--- src/rtl/hub75_column_driver.sv ---
// HUB75 column-pair driver: shifts three bit-planes per pair and shows each with binary-weighted OE time.
// Define HUB75_PINGPONG_EN to add a second capture buffer so the next pair loads while this one displays.
module hub75_column_driver #(
   parameter int NUM_ROWS  = 64,
   parameter int SCAN_RATE = 32,
   parameter int RGB_RES   = 9,
   parameter int BASE_OE   = 8
) (
   input  logic                                     clk_in,
   input  logic                                     rst_n_in,
   input  logic [1:0][NUM_ROWS-1:0][RGB_RES-1:0]    columns,
   input  logic [$clog2(SCAN_RATE)-1:0]             col_num1,
   input  logic                                     data_valid,
   output logic                                     hub75_ready,
   output logic                                     r0,
   output logic                                     g0,
   output logic                                     b0,
   output logic                                     r1,
   output logic                                     g1,
   output logic                                     b1,
   output logic [$clog2(SCAN_RATE)-1:0]             addr,
   output logic                                     pclk,
   output logic                                     lat,
   output logic                                     oe
);

   localparam int AW = $clog2(SCAN_RATE);
   localparam int RW = $clog2(NUM_ROWS);
   localparam int CW = RGB_RES / 3;
   localparam int SW = $clog2(4 * BASE_OE);

   typedef enum logic [2:0] {
      ST_INIT,
      ST_REQ,
      ST_WAIT,
      ST_SHIFT,
      ST_LATCH,
      ST_SHOW
   } state_t;

   state_t                                  state;
   logic [1:0]                              plane;
   logic [RW-1:0]                           pix;
   logic [SW-1:0]                           show_cnt;
   logic [5:0]                              rgb;
   logic [1:0][NUM_ROWS-1:0][RGB_RES-1:0]   act_pix;
   logic [AW-1:0]                           act_addr;

`ifdef HUB75_PINGPONG_EN
   logic [1:0][1:0][NUM_ROWS-1:0][RGB_RES-1:0] buf_pix;
   logic [1:0][AW-1:0]                         buf_addr;
   logic                                       act;
   logic                                       idle_full;

   assign act_pix  = buf_pix[act];
   assign act_addr = buf_addr[act];
`else
   logic [1:0][NUM_ROWS-1:0][RGB_RES-1:0]      buf_pix;
   logic [AW-1:0]                              buf_addr;

   assign act_pix  = buf_pix;
   assign act_addr = buf_addr;
`endif

   assign {r0, g0, b0, r1, g1, b1} = rgb;

   // One bit of each colour channel of a pixel pair, ordered {r0,g0,b0,r1,g1,b1}.
   function automatic logic [5:0] plane_bits(
      input logic [1:0][NUM_ROWS-1:0][RGB_RES-1:0] src,
      input logic [RW-1:0]                         idx,
      input logic [1:0]                            pl
   );
      logic [RGB_RES-1:0] up;
      logic [RGB_RES-1:0] lo;
      logic [CW-1:0]      ur, ug, ub, lr, lg, lb;
      up = src[0][idx];
      lo = src[1][idx];
      ur = up[3*CW-1:2*CW];
      ug = up[2*CW-1:CW];
      ub = up[CW-1:0];
      lr = lo[3*CW-1:2*CW];
      lg = lo[2*CW-1:CW];
      lb = lo[CW-1:0];
      return {ur[pl], ug[pl], ub[pl], lr[pl], lg[pl], lb[pl]};
   endfunction

   function automatic logic [SW-1:0] show_len(input logic [1:0] pl);
      case (pl)
         2'd0:    return SW'(BASE_OE - 1);
         2'd1:    return SW'(2 * BASE_OE - 1);
         default: return SW'(4 * BASE_OE - 1);
      endcase
   endfunction

   // Outputs are registered alongside the state, so every branch loads the values the next state presents.
   always_ff @(posedge clk_in or negedge rst_n_in) begin
      if (!rst_n_in) begin
         state       <= ST_INIT;
         plane       <= 2'd0;
         pix         <= '0;
         show_cnt    <= '0;
         rgb         <= '0;
         hub75_ready <= 1'b0;
         addr        <= '0;
         pclk        <= 1'b0;
         lat         <= 1'b0;
         oe          <= 1'b1;
         buf_pix     <= '0;
         buf_addr    <= '0;
`ifdef HUB75_PINGPONG_EN
         act         <= 1'b0;
         idle_full   <= 1'b0;
`endif
      end else begin
         case (state)
            ST_INIT: begin
               hub75_ready <= 1'b1;
               state       <= ST_REQ;
            end
            ST_REQ: begin
               hub75_ready <= 1'b0;
               state       <= ST_WAIT;
            end
            ST_WAIT: begin
`ifdef HUB75_PINGPONG_EN
               if (idle_full) begin
                  act         <= ~act;
                  idle_full   <= 1'b0;
                  plane       <= 2'd0;
                  pix         <= RW'(NUM_ROWS - 1);
                  pclk        <= 1'b0;
                  rgb         <= plane_bits(buf_pix[~act], RW'(NUM_ROWS - 1), 2'd0);
                  hub75_ready <= 1'b1;
                  state       <= ST_SHIFT;
               end else if (data_valid) begin
                  buf_pix[act]  <= columns;
                  buf_addr[act] <= col_num1;
                  plane         <= 2'd0;
                  pix           <= RW'(NUM_ROWS - 1);
                  pclk          <= 1'b0;
                  rgb           <= plane_bits(columns, RW'(NUM_ROWS - 1), 2'd0);
                  hub75_ready   <= 1'b1;
                  state         <= ST_SHIFT;
               end
`else
               if (data_valid) begin
                  buf_pix  <= columns;
                  buf_addr <= col_num1;
                  plane    <= 2'd0;
                  pix      <= RW'(NUM_ROWS - 1);
                  pclk     <= 1'b0;
                  rgb      <= plane_bits(columns, RW'(NUM_ROWS - 1), 2'd0);
                  state    <= ST_SHIFT;
               end
`endif
            end
            ST_SHIFT: begin
               hub75_ready <= 1'b0;
               if (!pclk) begin
                  pclk <= 1'b1;
               end else if (pix == '0) begin
                  pclk  <= 1'b0;
                  lat   <= 1'b1;
                  addr  <= act_addr;
                  state <= ST_LATCH;
               end else begin
                  pix  <= pix - RW'(1);
                  pclk <= 1'b0;
                  rgb  <= plane_bits(act_pix, pix - RW'(1), plane);
               end
            end
            ST_LATCH: begin
               lat      <= 1'b0;
               oe       <= 1'b0;
               show_cnt <= show_len(plane);
               state    <= ST_SHOW;
            end
            ST_SHOW: begin
               if (show_cnt == '0) begin
                  oe <= 1'b1;
                  if (plane == 2'd2) begin
`ifdef HUB75_PINGPONG_EN
                     if (idle_full) begin
                        act         <= ~act;
                        idle_full   <= 1'b0;
                        plane       <= 2'd0;
                        pix         <= RW'(NUM_ROWS - 1);
                        rgb         <= plane_bits(buf_pix[~act], RW'(NUM_ROWS - 1), 2'd0);
                        hub75_ready <= 1'b1;
                        state       <= ST_SHIFT;
                     end else begin
                        state <= ST_WAIT;
                     end
`else
                     hub75_ready <= 1'b1;
                     state       <= ST_REQ;
`endif
                  end else begin
                     plane <= plane + 2'd1;
                     pix   <= RW'(NUM_ROWS - 1);
                     rgb   <= plane_bits(act_pix, RW'(NUM_ROWS - 1), plane + 2'd1);
                     state <= ST_SHIFT;
                  end
               end else begin
                  show_cnt <= show_cnt - SW'(1);
               end
            end
            default: state <= ST_INIT;
         endcase
`ifdef HUB75_PINGPONG_EN
         // The next pair may arrive any time the current one is on the panel; only one can be held.
         if (data_valid && !idle_full &&
             (state == ST_SHIFT || state == ST_LATCH || state == ST_SHOW)) begin
            buf_pix[~act]  <= columns;
            buf_addr[~act] <= col_num1;
            idle_full      <= 1'b1;
         end
`endif
      end
   end

endmodule

--- config.mk ---
export PLATFORM = sky130hd
export DESIGN_NAME = hub75_column_driver
export DESIGN_NICKNAME = d
export VERILOG_FILES = /design/src/rtl/hub75_column_driver.sv
export SDC_FILE = /design/constraint.sdc
export NUM_CORES = 2
export LEC_CHECK = 0
export CAP_MARGIN = 40
export CELL_PAD_IN_SITES_DETAIL_PLACEMENT = 0
export CELL_PAD_IN_SITES_GLOBAL_PLACEMENT = 1
export CORE_AREA = 4 4 452 454
export CTS_CLUSTER_DIAMETER = 100
export CTS_CLUSTER_SIZE = 10
export DETAILED_ROUTE_END_ITERATION = 7
export DIE_AREA = 0 0 456 458
export HOLD_SLACK_MARGIN = 0.03
export PLACE_DENSITY = 0.68
export REMOVE_ABC_BUFFERS = 1
export SETUP_SLACK_MARGIN = 0.05
export SLEW_MARGIN = 20
export SYNTH_ARGS = -nofsm -noshare
export SYNTH_HDL_FRONTEND = slang
export SYNTH_SLANG_ARGS = --single-unit
--- constraint.sdc ---
create_clock -name clk_in -period 5.3 [get_ports clk_in]
set_input_delay 1.325 -clock clk_in [delete_from_list [all_inputs] [get_ports clk_in]]
set_output_delay 1.325 -clock clk_in [all_outputs]
set_load 0.05 [all_outputs]
### Yosys cells after proc, flatten, opt, wreduce, memory -nomap -nowiden

Index checks and enable logic that the tools add are counted.

* logic and storage cells: 245
* output and inout bits: 15
* bits in registers: 1188
* bits of input ports: 1160

* add/sub/neg operators: 3
* reduce and logical (&&, ||, !) cells: 21
* magnitude comparators: 3
* eq/ne operators: 15
* muxes and demuxes: 64

Operator list (count)
* 9-bit binary-select mux with 6-bit select: 2
* 6-bit two-way mux: 10
* 6-bit case mux with 3 select lines: 2
* 1-bit binary-select mux with 2-bit select: 12
* 5-bit case mux with 2 select lines: 2
* 1-bit two-way mux: 19
* 9-bit two-way mux: 2
* 3-bit case mux with 6 select lines: 1
* 2-bit != test (second input constant): 8
* 3-bit two-way mux: 4
* 3-bit AND reduction: 3
* 2-bit two-way mux: 4
* 2-bit AND reduction: 4
* 4-bit AND reduction: 2
* 2-bit nonzero test: 4
* 6-bit by 7-bit < comparator with 1-bit output (second input constant): 1
* 3-bit by 2-bit == test with 1-bit output (second input constant): 2
* 3-bit == test (second input constant): 2
* 6-bit logical NOT: 1
* 2-bit by 3-bit < comparator with 1-bit output (second input constant): 2
* 1-bit case mux with 2 select lines: 3
* 6-bit AND reduction: 1
* 3-bit nonzero test: 2
* 6-bit by 1-bit subtractor with 6-bit output (second input constant): 1
* other kinds (12): 12

### Logic depth before layout (Yosys ltp)

* depth in word-level cells: 8
* gate-level depth with buffers: 19
* depth with buffers taken out: 9

### Worst setup path after synthesis

No wires, ideal clock.

* kind: register -> register
* start point: reg pix[0]
* end point: reg rgb[2]
* clock period less this slack: 3729 ps
* path slack: 1571 ps
* path buffers: 8
* data required time: 5206 ps
* library setup time: 94 ps
* arrival time: 3635 ps
* stages on the path, launching flop included: 18
* cells stage by stage: dfrtp_1 -> buf_4 -> buf_6 -> buf_6 -> buf_4 -> inv_1 -> clkbuf_1 -> ha_1 -> buf_6 -> or3b_4 -> buf_4 -> xor2_1 -> buf_2 -> a31oi_1 -> a31oi_1 -> nand4_1 -> and3_1 -> a211oi_1

* word-level cells in the longest chain between the ends: 8
* elaborated cells between the ends (all ways): 11
* classes of those cells: add/sub (1); eq/ne (1); mux (7); reduce/logical (2)

RTL lines
* from (decl): RTL line 43 `logic [RW-1:0] pix;`
* from (signal assigned): RTL line 150 `pix <= RW'(NUM_ROWS - 1);`
* from (signal assigned): RTL line 167 `pix <= pix - RW'(1);`
* from (signal assigned): RTL line 200 `pix <= RW'(NUM_ROWS - 1);`
* 6-bit by 1-bit subtractor with 6-bit output: RTL line 169 `rgb <= plane_bits(act_pix, pix - RW'(1), plane);`
* 9-bit binary-select mux with 6-bit select: RTL line 77 `lo = src[1][idx];`
* 9-bit two-way mux (not written as such): RTL line 77
* 1-bit binary-select mux with 2-bit select: RTL line 84 `return {ur[pl], ug[pl], ub[pl], lr[pl], lg[pl], lb[pl]};`
* 1-bit two-way mux (not written as such): RTL line 84
* 6-bit two-way mux: RTL line 161 `end else if (pix == '0) begin`
* 6-bit two-way mux: RTL line 159 `if (!pclk) begin`
* 6-bit case mux with 3 select lines: RTL line 115 `case (state)`
* to (signal assigned): RTL line 152 `rgb <= plane_bits(columns, RW'(NUM_ROWS - 1), 2'd0);`
* to (signal assigned): RTL line 169
* to (signal assigned): RTL line 201 `rgb <= plane_bits(act_pix, RW'(NUM_ROWS - 1), plane + 2'd1);`
* to (decl): RTL line 45 `logic [5:0] rgb;`

Parallel ways exist; a longest one is shown, timed or not. The select of a mux whose other input is x is not followed.
A chain may end at the register's enable or synchronous reset.

### Worst setup path in the final report

* start point: reg pix[0]
* end point: reg rgb[4]

* word-level cells in the longest chain between the ends: 8
* elaborated cells between the ends (all ways): 11
* classes of those cells: add/sub (1); eq/ne (1); mux (7); reduce/logical (2)

RTL lines
* 6-bit by 1-bit subtractor with 6-bit output: RTL line 169
* 9-bit binary-select mux with 6-bit select: RTL line 76 `up = src[0][idx];`
* 9-bit two-way mux (not written as such): RTL line 76
* 1-bit binary-select mux with 2-bit select: RTL line 84
* 1-bit two-way mux (not written as such): RTL line 84
* 6-bit two-way mux: RTL line 161
* 6-bit two-way mux: RTL line 159
* 6-bit case mux with 3 select lines: RTL line 115

Parallel ways exist; a longest one is shown, timed or not. The select of a mux whose other input is x is not followed.

==> impl_metrics.sql <==
INSERT INTO impl_metrics (metric_group, metric, value, unit) VALUES
('clock_tree', 'clk_pin_slew_worst_paths', '0.07', 'ns'),
('status', 'outcome', 'complete, no violations', ''),
('synth', 'async_flop_share', '100', '%'),
('route', 'drtPass1Iterations', '5', ''),
('synth', 'synth_edf_count', '0', ''),
('grt', 'grt_overflow_total', '0', ''),
('route', 'met2WireLength', '122000', 'um'),
('critical_path', 'arrival', '4.55', 'ns'),
('placed_design', 'portbufs', '1174', ''),
('power_and_ir_drop', 'share_clk_of_total_power', '21.7', '%'),
('critical_path', 'crit_path_cell_trace', 'buf_12 -> buf_4 -> mux4_2 -> mux4_2 -> nor2_1 -> o21ai_0 -> a21oi_1 -> a211oi_1', ''),
('synth', 'synthDistinctLibCells', '68', ''),
('power_and_ir_drop', 'fraction_of_power_spent_switching_nets', '38.8', '%'),
('power_and_ir_drop', 'power.static_leakage', '0.0353', 'uW'),
('power_and_ir_drop', 'vdd_drop_max', '0.398', 'mV'),
('floorplan', 'io_pins', '1175', ''),
('floorplan', 'die-height', '458', 'um'),
('clock_tree', 'cts.sinks', '1188', ''),
('sta', 'fin_crit_sh', '72.9', '%'),
('power_and_ir_drop', 'p_total', '41800', 'uW'),
('critical_path', 'critical_path_required', '5.99', 'ns'),
('floorplan', 'fp.dieArea', '209000', 'um^2'),
('clock_tree', 'ctsHtreeMaxLevel', '4', ''),
('clock_tree', 'cts-hold-fix-buffers', '0', ''),
('route', 'top_signal_layer_used', 'met5', ''),
('route', 'routed_wirelength', '245000', 'um'),
('route', 'met3RoutedLength', '13600', 'um'),
('sta', 'rsz0062_at_grt', 'no', ''),
('finish', 'mostFrequentLayoutCells', 'nand2_1, dfrtp_1, clkdlybuf4s50_1, mux4_2, clkbuf_16', ''),
('sta', 'finalWorstPathRequiredPeriod', '3.86', 'ns'),
('synth', 'yosysWarnings', '0', ''),
('placed_design', 'place_hpwl', '185000', 'um'),
('floorplan', 'start_util', '27.3', '%'),
('min_path', 'hold_class', 'in -> async', ''),
('flow_run', 'max_cap_viol_count', '0', ''),
('sta', 'fin_ws', '1.44', 'ns'),
('synth', 'synth-seq-cells', '1188', ''),
('critical_path', 'slowest_delay', '0.67', 'ns'),
('sta', 'hold_viol_final', '0', ''),
('grt', 'number_of_antenna_violations_at_the_first_check_in_global_routing', '91', ''),
('sta', 'max_freq', '0.259', 'GHz'),
('grt', 'first_pass_grt_wire_length', '346000', 'um'),
('critical_path', 'end_kind', 'flop', ''),
('grt', 'grt_max_degree', '128', ''),
('synth', 'synth_flop_cell', 'dfrtp_1', ''),
('clock_tree', 'post_cts_buffers', '0', ''),
('power_and_ir_drop', 'sequentialPowerShare', '37.8', '%'),
('sta', 'finalClockSkew', '0.0303', 'ns'),
('clock_tree', 'cts_tree', 'built', ''),
('synth', 'yosys-top-cells-area', 'dfrtp_1, nand2_1, mux4_2, clkbuf_1, mux2i_1', ''),
('clock_tree', 'cts-buffers-inserted', '140', ''),
('sta', 'finalMaxSlewViolations', '0', ''),
('route', 'dr.first_iter.drc_count', '3872', ''),
('clock_tree', 'clockRootBuffer', 'clkbuf_16', ''),
('route', 'met1_wl', '99600', 'um'),
('critical_path', 'r2r_cells', '8', ''),
('finish', 'layout.core_utilization', '36.9', '%'),
('synth', 'synthesis.area_per_instance', '9.24', 'um^2'),
('synth', 'synthCells', '5905', ''),
('floorplan', 'placeableCoreArea', '200000', 'um^2'),
('route', 'vias', '46100', ''),
('finish', 'syn_to_final_growth', '35.2', '%'),
('route', 'routed_wire_length_per_instance', '25.2', 'um'),
('critical_path', 'critPathLaunchType', 'flop', ''),
('power_and_ir_drop', 'p_comb_share', '40.5', '%'),
('placed_design', 'gp_congestion', '0.890', ''),
('clock_tree', 'insertion_delay', '0.81', 'ns'),
('synth', 'synth_sequential_area_ratio', '54.5', '%'),
('critical_path', 'setup.worst_path.class', 'reg -> reg', ''),
('route', 'post-route-drc-count', '0', ''),
('route', 'drt.antenna.violating_nets', '0', '');
## registers in the layout (all words and copies together) (netlist names)
register / flops
act_addr: 5
act_pix: 1152
addr: 5
hub75_ready: 1
lat: 1
oe: 1
pclk: 1
pix: 6
plane: 2
rgb: 6
show_cnt: 5
state: 3
## per-layer routing
layer	track usage (%)	vias up
li1	-	21100
met1	28.6	23100
met2	38.2	1502
met3	4.57	364
met4	10.4	30
met5	0	-
## stage by stage
step	hold WS [ns]	area (um^2)	std cells
2_1_floorplan	0.437	52800	5529
3_3_place_gp	0.451	69500	9474
6_report	0.443	73700	9709
5_1_grt	0.475	73700	9697
3_5_place_dp	0.457	69600	9480
4_1_cts	0.471	73500	9650
## critical path, delay by kind of cell (launching register included)
kind | cells | cell delay, ns
buffers and inverters | 2 | 1.21
flip-flops | 1 | 0.46
multiplexers | 2 | 1.13
AND/OR/NAND/NOR | 1 | 0.24
AO/OA/AOI/OAI | 3 | 0.60
## power groups by stage
stage	Combinational [uW]	Clock, uW	Sequential, uW
4_1_cts	17200	9340	15800
3_5_place_dp	17200	0	15900
2_1_floorplan	11300	0	14400
3_3_place_gp	17000	0	15800
5_1_grt	18600	9680	16300
6_report	16900	9070	15800
## path summary, 6_finish.rpt
check | slack [ns] | start | endpoint
worst min register to register | 0.47 | act_pix[386]$_DFFE_PN0P_ | act_pix[386]$_DFFE_PN0P_
worst min-delay path | 0.44 | rst_n_in | act_pix[116]$_DFFE_PN0P_
worst max register to register | 1.44 | pix[0]$_DFFE_PN0P_ | rgb[4]$_DFFE_PN0P_
min in group clk_in | 0.47 | act_pix[386]$_DFFE_PN0P_ | act_pix[386]$_DFFE_PN0P_
worst max-delay path | 1.44 | pix[0]$_DFFE_PN0P_ | rgb[4]$_DFFE_PN0P_
max in group asynchronous | 3.36 | rst_n_in | act_pix[416]$_DFFE_PN0P_
## cell usage after synthesis, types with 3 or more instances
master and count:
mux2_2 25, a211oi_1 9, clkbuf_1 278, nor2b_1 8, nand2b_1 6, a32oi_1 19
nand2_1 3607, o21ai_0 30, mux2i_1 30, and3_1 16, nor3_1 7, o22ai_1 12
buf_6 21, buf_2 32, o311ai_0 3, nor2_1 42, a31o_2 5, a22oi_1 16
o221ai_1 4, nand4_1 20, o22a_1 4, nand3b_1 4, a31oi_1 13, xor2_1 3
buf_4 30, a221o_1 4, mux4_2 285, a21oi_1 35, o2111ai_1 8, dfrtp_1 1187
ha_1 7, or3_1 4, nand3_1 60, buf_1 15, inv_1 13
## area by class of cell
| type | count | area, um^2 |
|---|---|---|
| fillers | 20200 | 126000 |
| flip-flops and latches | 1188 | 29700 |
| multi-input cells | 4328 | 23200 |
| repair buffers | 1296 | 13400 |
| clock buffers | 151 | 3660 |
| well taps | 2656 | 3320 |
| clock inverters | 19 | 292 |
| diodes | 58 | 145 |
| inverters | 13 | 48.8 |
## cells by family after synthesis
kind of cell	share of synthesized area, %
compound gates	2.39
flops	54.5
mux	12.9
fa+ha+maj	0.161
xor+xnor	0.211
simple gates	26.6
buf+inv	3.25
Power figures use the tool's default switching activity.
